<file path="src/rtl/riscv_multicycle_core.sv">
// Multicycle RV32I-subset core; FETCH/DECODE/EXEC/MEM/WB over one shared req/ready memory port.
// 2-5 cycles per instruction at zero wait; mem_ready low holds FETCH/MEM with mem_* outputs stable.
module riscv_multicycle_core #(
    parameter int          NREGS     = 32,
    parameter int          ADDR_W    = 10,
    parameter int          CNT_W     = 16,
    parameter logic [31:0] HALT_WORD = 32'h1111_1111
) (
    input  logic              clk,
    input  logic              reset,
    output logic              mem_req,
    output logic              mem_we,
    output logic [ADDR_W-1:0] mem_addr,
    output logic [31:0]       mem_wdata,
    input  logic [31:0]       mem_rdata,
    input  logic              mem_ready,
    output logic              done,
    output logic              illegal,
    output logic [CNT_W-1:0]  clock_count,
    input  logic [4:0]        dbg_addr,
    output logic [31:0]       dbg_data
);

    localparam int PCW = ADDR_W + 2;
    localparam int RIW = (NREGS > 1) ? $clog2(NREGS) : 1;
    localparam logic [PCW-1:0] FOUR = PCW'(4);

    localparam logic [6:0] OP_R   = 7'h33;
    localparam logic [6:0] OP_I   = 7'h13;
    localparam logic [6:0] OP_LW  = 7'h03;
    localparam logic [6:0] OP_SW  = 7'h23;
    localparam logic [6:0] OP_BR  = 7'h63;
    localparam logic [6:0] OP_LUI = 7'h37;
    localparam logic [6:0] OP_JAL = 7'h6F;

    typedef enum logic [2:0] {
        S_FETCH,
        S_DECODE,
        S_EXEC,
        S_MEM,
        S_WB,
        S_HALT
    } state_t;

    state_t            state, state_nxt;
    logic [PCW-1:0]    pc, target;
    logic [31:0]       ir, ra, rb, imm, alu_out, mdr;
    logic [ADDR_W-1:0] mar;
    logic [31:0]       regs [NREGS];

    logic [6:0]  opcode, funct7;
    logic [4:0]  rd, rs1, rs2;
    logic [2:0]  funct3;
    logic [31:0] imm_sel, alu_b, alu_res;
    logic [4:0]  shamt;
    logic [PCW-1:0] ea;
    logic        dec_ok, use_rd, use_rs1, use_rs2, dec_illegal;
    logic        br_taken, set_illegal;

    function automatic logic reg_bad(input logic [4:0] idx);
        return {1'b0, idx} >= 6'(NREGS);
    endfunction

    assign opcode = ir[6:0];
    assign rd     = ir[11:7];
    assign funct3 = ir[14:12];
    assign rs1    = ir[19:15];
    assign rs2    = ir[24:20];
    assign funct7 = ir[31:25];

    // Decode: legality, register-field usage and immediate format
    always_comb begin
        dec_ok  = 1'b0;
        use_rd  = 1'b0;
        use_rs1 = 1'b0;
        use_rs2 = 1'b0;
        imm_sel = {{20{ir[31]}}, ir[31:20]};
        case (opcode)
            OP_R: begin
                use_rd = 1'b1; use_rs1 = 1'b1; use_rs2 = 1'b1;
                dec_ok = (funct7 == 7'h00) ||
                         (funct7 == 7'h20 && (funct3 == 3'd0 || funct3 == 3'd5));
            end
            OP_I: begin
                use_rd = 1'b1; use_rs1 = 1'b1;
                if (funct3 == 3'd1)      dec_ok = (funct7 == 7'h00);
                else if (funct3 == 3'd5) dec_ok = (funct7 == 7'h00 || funct7 == 7'h20);
                else                     dec_ok = 1'b1;
            end
            OP_LW: begin
                use_rd = 1'b1; use_rs1 = 1'b1;
                dec_ok = (funct3 == 3'd2);
            end
            OP_SW: begin
                use_rs1 = 1'b1; use_rs2 = 1'b1;
                dec_ok  = (funct3 == 3'd2);
                imm_sel = {{20{ir[31]}}, ir[31:25], ir[11:7]};
            end
            OP_BR: begin
                use_rs1 = 1'b1; use_rs2 = 1'b1;
                dec_ok  = (funct3 == 3'd0 || funct3 == 3'd1 || funct3 == 3'd4 || funct3 == 3'd5);
                imm_sel = {{19{ir[31]}}, ir[31], ir[7], ir[30:25], ir[11:8], 1'b0};
            end
            OP_LUI: begin
                use_rd  = 1'b1;
                dec_ok  = 1'b1;
                imm_sel = {ir[31:12], 12'b0};
            end
            OP_JAL: begin
                use_rd  = 1'b1;
                dec_ok  = 1'b1;
                imm_sel = {{11{ir[31]}}, ir[31], ir[19:12], ir[20], ir[30:21], 1'b0};
            end
            default: dec_ok = 1'b0;
        endcase
        dec_illegal = !dec_ok || (use_rd && reg_bad(rd)) ||
                      (use_rs1 && reg_bad(rs1)) || (use_rs2 && reg_bad(rs2));
    end

    // ALU, branch compare and effective address, all from the latched operands
    always_comb begin
        alu_b   = (opcode == OP_R) ? rb : imm;
        shamt   = alu_b[4:0];
        alu_res = '0;
        case (funct3)
            3'd0: alu_res = (opcode == OP_R && funct7[5]) ? ra - alu_b : ra + alu_b;
            3'd1: alu_res = ra << shamt;
            3'd2: alu_res = {31'b0, $signed(ra) < $signed(alu_b)};
            3'd3: alu_res = {31'b0, ra < alu_b};
            3'd4: alu_res = ra ^ alu_b;
            3'd5: alu_res = funct7[5] ? 32'($signed(ra) >>> shamt) : ra >> shamt;
            3'd6: alu_res = ra | alu_b;
            3'd7: alu_res = ra & alu_b;
            default: alu_res = '0;
        endcase
        case (funct3)
            3'd0:    br_taken = (ra == rb);
            3'd1:    br_taken = (ra != rb);
            3'd4:    br_taken = ($signed(ra) < $signed(rb));
            3'd5:    br_taken = ($signed(ra) >= $signed(rb));
            default: br_taken = 1'b0;
        endcase
        ea = ra[PCW-1:0] + imm[PCW-1:0];
    end

    always_ff @(posedge clk or posedge reset) begin
        if (reset) state <= S_FETCH;
        else       state <= state_nxt;
    end

    always_comb begin
        state_nxt   = state;
        set_illegal = 1'b0;
        case (state)
            S_FETCH:  if (mem_ready) state_nxt = S_DECODE;
            S_DECODE: begin
                if (ir == HALT_WORD) begin
                    state_nxt = S_HALT;
                end else if (dec_illegal) begin
                    state_nxt   = S_HALT;
                    set_illegal = 1'b1;
                end else begin
                    state_nxt = S_EXEC;
                end
            end
            S_EXEC: begin
                case (opcode)
                    OP_LW, OP_SW: begin
                        set_illegal = (ea[1:0] != 2'b00);
                        state_nxt   = set_illegal ? S_HALT : S_MEM;
                    end
                    OP_BR: begin
                        set_illegal = br_taken && (target[1:0] != 2'b00);
                        state_nxt   = set_illegal ? S_HALT : S_FETCH;
                    end
                    OP_JAL: begin
                        set_illegal = (target[1:0] != 2'b00);
                        state_nxt   = set_illegal ? S_HALT : S_FETCH;
                    end
                    default: state_nxt = S_WB;
                endcase
            end
            S_MEM:   if (mem_ready) state_nxt = (opcode == OP_SW) ? S_FETCH : S_WB;
            S_WB:    state_nxt = S_FETCH;
            S_HALT:  state_nxt = S_HALT;
            default: state_nxt = S_HALT;
        endcase
    end

    // Reset gates the request combinationally so it drops mid-transaction
    assign mem_req   = (state == S_FETCH || state == S_MEM) && !reset;
    assign mem_we    = (state == S_MEM) && (opcode == OP_SW) && !reset;
    assign mem_addr  = (state == S_MEM) ? mar : pc[PCW-1:2];
    assign mem_wdata = rb;

    always_ff @(posedge clk or posedge reset) begin
        if (reset) begin
            pc          <= '0;
            ir          <= '0;
            ra          <= '0;
            rb          <= '0;
            imm         <= '0;
            target      <= '0;
            alu_out     <= '0;
            mdr         <= '0;
            mar         <= '0;
            done        <= 1'b0;
            illegal     <= 1'b0;
            clock_count <= '0;
            for (int i = 0; i < NREGS; i++) regs[i] <= '0;
        end else begin
            if (!done && clock_count != '1) clock_count <= clock_count + 1'b1;
            if (state_nxt == S_HALT) done <= 1'b1;
            if (set_illegal) illegal <= 1'b1;
            case (state)
                S_FETCH: begin
                    if (mem_ready) begin
                        ir <= mem_rdata;
                        pc <= pc + FOUR;
                    end
                end
                S_DECODE: begin
                    ra     <= regs[rs1[RIW-1:0]];
                    rb     <= regs[rs2[RIW-1:0]];
                    imm    <= imm_sel;
                    target <= pc - FOUR + imm_sel[PCW-1:0];
                end
                S_EXEC: begin
                    alu_out <= (opcode == OP_LUI) ? imm : alu_res;
                    mar     <= ea[PCW-1:2];
                    if (state_nxt == S_FETCH && (opcode == OP_JAL || br_taken)) begin
                        pc <= target;
                        if (opcode == OP_JAL && rd != 5'd0) regs[rd[RIW-1:0]] <= 32'(pc);
                    end
                end
                S_MEM: begin
                    if (mem_ready) mdr <= mem_rdata;
                end
                S_WB: begin
                    if (rd != 5'd0) regs[rd[RIW-1:0]] <= (opcode == OP_LW) ? mdr : alu_out;
                end
                default: ;
            endcase
        end
    end

    always_comb begin
        dbg_data = '0;
        if (dbg_addr != 5'd0 && !reg_bad(dbg_addr)) dbg_data = regs[dbg_addr[RIW-1:0]];
    end

endmodule

</file>
<file path="config.mk">
export PLATFORM = sky130hd
export DESIGN_NAME = riscv_multicycle_core
export DESIGN_NICKNAME = d
export VERILOG_FILES = /design/src/rtl/riscv_multicycle_core.sv
export SDC_FILE = /design/constraint.sdc
export NUM_CORES = 2
export LEC_CHECK = 0
export BUFFER_PORTS_ARGS = -buffer_cell sky130_fd_sc_hd__buf_2
export CAP_MARGIN = 5
export CORE_MARGIN = 8
export CORE_UTILIZATION = 50
export CTS_CLUSTER_DIAMETER = 80
export DETAILED_ROUTE_END_ITERATION = 16
export PLACE_DENSITY = 0.76
export SLEW_MARGIN = 40
export SYNTH_ARGS = -nofsm -noshare
export SYNTH_HDL_FRONTEND = slang
export SYNTH_SLANG_ARGS = --single-unit
export TNS_END_PERCENT = 10
</file>
<file path="constraint.sdc">
create_clock -name clk -period 44 [get_ports clk]
set_input_delay 6.6 -clock clk [delete_from_list [all_inputs] [get_ports clk]]
set_output_delay 6.6 -clock clk [all_outputs]
set_load 0.01 [all_outputs]
</file>
# Yosys cells after proc, flatten, opt, wreduce, memory -nomap -nowiden
# Cells that the tools add are included.
# totals
reg_bits	1271
input_bits	40
output_inout_bits	94
elab_cells	182
# classes
addsub	7
n_lt_le_gt_ge	9
eq_ne	28
n_shift	3
mux	47
n_bitwise	7
reduce_logical	36
# ops
operator	count
two-way mux 1024 bit	3
bitwise mux 1024 bit	2
one-hot mux 1024 bit (2 select lines)	1
binary-select mux 32 bit (select 5 bit)	3
two-way mux 32 bit	13
one-hot mux 32 bit (8 select lines)	1
demux 32 bit (select 5 bit)	1
one-hot mux 31 bit (4 select lines)	1
< comparator 32 bit	3
adder 32 bit	1
bitwise AND 32 bit	1
== test 32 x 29 -> 1 bit (second input constant)	1
== test 32 bit	1
>= comparator 32 bit	1
inequality test 32 bit	1
bitwise OR 32 bit	1
left shift 32 x 5 -> 32 bit	1
>> shifter 32 x 5 -> 32 bit	1
>>> shifter 32 x 5 -> 32 bit	1
subtractor 32 bit	1
XOR 32 bit	1
== test 7 x 6 -> 1 bit (second input constant)	4
adder 12 bit	2
>= comparator 6 bit (second input constant)	4
35 further kinds	87

# Logic depth before layout (Yosys ltp)
# logic_depth
depth_word	12
ltp_mapped	22

# Worst setup path before layout
# OpenSTA, ideal clock, no wires.
# synth_timing
path_kind	input to output
start	input port dbg_addr[0]
end	output port dbg_data[10]
t_arrival_ps	9001
required_ps	37400
setup_slack_ps	28399
stages	7
n_path_buf	3
cell_sequence	clkbuf_1 -> buf_1 -> buf_1 -> mux4_2 -> mux4_2 -> mux2i_1 -> nor2_1
# synth_between
elab_chain_len	5
# synth_lines
element	line_no	source
start, declared	20	input logic [4:0] dbg_addr,
inverter 5 -> 6 bit (not written as such)	249	if (dbg_addr != 5'd0 && !reg_bad(dbg_addr)) dbg_data = regs[dbg_addr[RIW-1:0]];
binary-select mux 32 bit (select 5 bit)	249	
two-way mux 32 bit (not written as such) (2 in series)	249	
two-way mux 32 bit *	249	
end, declared	21	output logic [31:0] dbg_data
# Every way passes the cells marked *; elsewhere a longest branch is shown, timed or not. The select of a mux whose other input is x is not followed.

# Final worst setup path
# layout_timing
start	input port dbg_addr[1]
end	output port dbg_data[28]
# The elaborated chain is that of the path after synthesis.

==> results.cfg <==
[route]
finalWirelength_um = 288000
via_per_inst = 7.11
drt_first_pass_iters = 7
drt_iter0_drc = 9659
ant_nets = 0
wl_per_cell_um = 30.6
via_count = 66945
drc = 0

[power_and_ir_drop]
p_comb_frac = 0.026
seqPwrFrac = 0.488
worst_ir_drop_vdd_mv = 0.0375
p_int_w = 0.00186
pwr_density_cell_mw_per_mm2 = 27.2
clkPwrFrac = 0.487
power.switching_w = 0.000540
sw_frac_of_total = 0.225
p_leak_nw = 35.2

[global_route]
grt_max_degree = 123
grt_pass1_vias = 66394
antenna_found_initial = 15
use_met1 = 0.398
overflow = 0
grt_pass1_wl_um = 431000
busiest_layer = met2
grt_util_met2 = 0.482
track_usage = 0.325
met3_usage = 0.109

[timing]
hold_viol = 0
setup_viol = 0
slew_headroom = 0.348
whs_ns = 0.419
min_period_ns = 16.92
period_share = 0.385
fmaxAchievable_ghz = 0.0591
report.final.slew_viol_count = 0
rsz0062_at_grt = false
tns_ns = 0
fin_skew_ns = 0.0326
tightestPinTransition_ns = 0.978
setup_slack_ns = 27.08

[floorplanning]
io_pins = 134
initial_core_util = 0.504
std_cell_rows = 147
die_area_sq_mm = 0.175
die_h_um = 418
coreArea_sq_mm = 0.161
die_width_um = 418

[clock_tree]
cts_sinks = 1271
cts_resized = 0
post_cts_buffers = 0
cts_buffer_depth = 3
h-tree-depth = 4
clkTransAtPathRegs_ns = 0.06
cts_made_buffers = 132
holdBufCountCts = 0
cts_tree = done
cts_root_buffer = clkbuf_16
insertion_delay_ns = 0.80

[final_layout]
layout_commonest_cell = nand2_1
final_util = 0.548
drive_gt1_frac = 0.225
mostFrequentLayoutCells = nand2_1, dfrtp_1, o21ai_0, mux4_2, nor2_1
fillers = 12872
syn2layout_area_growth_pct = 8.74
final_net_count = 7358
instances_no_fill = 9414

[logic_synthesis]
synth_cells = 7491
yosysSeqAreaShare = 0.393
synth_fp_nets = 7698
synth_warnings = 0
ys_ff_latch = 1271
synth_ff_type = dfrtp_1
syn_area_per_cell_sq_um = 10.8
synth_edf_count = 0
synthesis.area_sq_mm = 0.0809
synthArstFlopShare = 1.00
yosysUniqueCellTypes = 97

[critical_path]
required_ns = 37.40
reg2reg_depth = 16
max_stage_delay_ns = 0.70
path_cells = buf_8 -> buf_4 -> buf_6 -> mux4_2 -> mux4_2 -> mux2i_1 -> nor2_1 -> buf_2
critPathArrivalTime_ns = 10.32
end_kind = output port
worstSetupPathType = in2out
cp_slowest_cell = buf_4
crit_top_cell = mux4_2
critPathMaxFanout = 80
cp-start-kind = input pin

[placed_design]
hpwl_um = 178000
dpl_worst_slack_ns = 26.54
gp_congestion = 0.984
port_buffers = 133
dp.cells = 9173

[status]
status = completed

[hold_path]
hold_depth = 0
hold_path.class = reg2reg

[job]
max_cap_viol_count = 0
final cells by class:
cell class | instances | area (sq um) | area share
tap | 2160 | 2700 | 0.0307
clock buffer | 171 | 3690 | 0.0420
multi-input combinational | 5292 | 46200 | 0.525
sequential | 1271 | 31800 | 0.362
antenna | 6 | 15.0 | 0.000171
timing repair buffer | 266 | 2050 | 0.0233
clock inverter | 60 | 719 | 0.00818
inverter | 188 | 723 | 0.00822
worst max-delay path, delay by kind of cell:
family	cells	cell delay, ns
simple gates	1	0.07
mux	3	1.47
buf+inv	4	2.09
synth_stat cells, types with 12 or more instances:
cell	instances	area, sq um
o221ai_1	18	158
nor2b_1	19	119
mux2_2	57	642
and3_1	12	75.1
o211ai_1	29	218
inv_1	184	691
and2_1	15	93.8
o21ai_0	1253	6270
nor2_1	244	916
o21ai_1	14	70.1
clkbuf_1	612	2300
dfrtp_1	1271	31800
xor2_1	18	158
a22oi_1	16	120
ha_1	163	2040
mux4_2	961	21600
a21o_1	47	353
a221oi_1	21	184
a31oi_1	22	138
a22o_1	21	184
nand2_1	1484	5570
nor4_1	13	81.3
a211oi_1	50	375
nand3_1	49	245
a21oi_1	209	1050
buf_1	98	368
or3_1	21	131
o22ai_1	21	131
nand4_1	16	100
mux2i_1	190	1900
buf_2	20	100
o21bai_1	15	113
xnor2_1	49	429
nand2b_1	15	93.8
nor3_1	63	315
metrics by stage:
stage                     cell area (sq um)  power (W)
final                                 88000    0.00240
after global routing                  88000    0.00245
after CTS                             87800    0.00240
after detailed placement              83300    0.00125
after global placement                82800    0.00125
after floorplan                       80900    0.00123
power groups by stage:
| stage | logic, W | clock network [W] | registers [W] |
|---|---|---|---|
| detailed placement | 0.0000620 | 0 | 0.00119 |
| global route | 0.0000673 | 0.00121 | 0.00117 |
| floorplan | 0.0000415 | 0 | 0.00119 |
| finish | 0.0000619 | 0.00117 | 0.00117 |
| CTS | 0.0000621 | 0.00117 | 0.00117 |
| global placement | 0.0000592 | 0 | 0.00119 |
cells by family (layout without fill, tap and decap cells):
kind of cell	Yosys count	count (layout)	synth area share
multiplexers	1211	1211	0.300
adder cells (fa/ha/maj)	167	167	0.0262
AND/OR/NAND/NOR	1997	1997	0.101
XOR/XNOR	67	67	0.00725
flip-flops	1271	1271	0.393
buffers and inverters	928	685	0.0444
other	0	6	0
AO/OA/AOI/OAI	1850	1850	0.129
registers in the layout, summed over array words and instances, names as in the netlist:
| signal | flops |
|---|---|
| clock_count | 16 |
| state | 3 |
| alu_out | 32 |
| ir | 32 |
| mar | 10 |
| ra | 32 |
| regs | 1024 |
| pc | 12 |
| imm | 32 |
| done | 1 |
| illegal | 1 |
| mem_wdata | 32 |
| mdr | 32 |
| target | 12 |
per-layer routing:
metal / part of all wire / vias up
li1: - / 26980
met1: 0.33 / 33166
met4: 0.087 / 18
met2: 0.44 / 5402
met3: 0.13 / 1379
met5: 0.00091 / -
path summary, 6_finish.rpt:
path	from	endpoint	slack, ns
max	dbg_addr[1]	dbg_data[28]	27.08
min	regs[1000]	regs[1000]	0.42
max in group asynchronous	reset	regs[855]	34.85
min reg2reg	regs[1000]	regs[1000]	0.42
max reg2reg	ir[5]	alu_out[28]	37.60
min in group asynchronous	reset	clock_count[12]	5.87
Power figures use the tool's default switching activity.
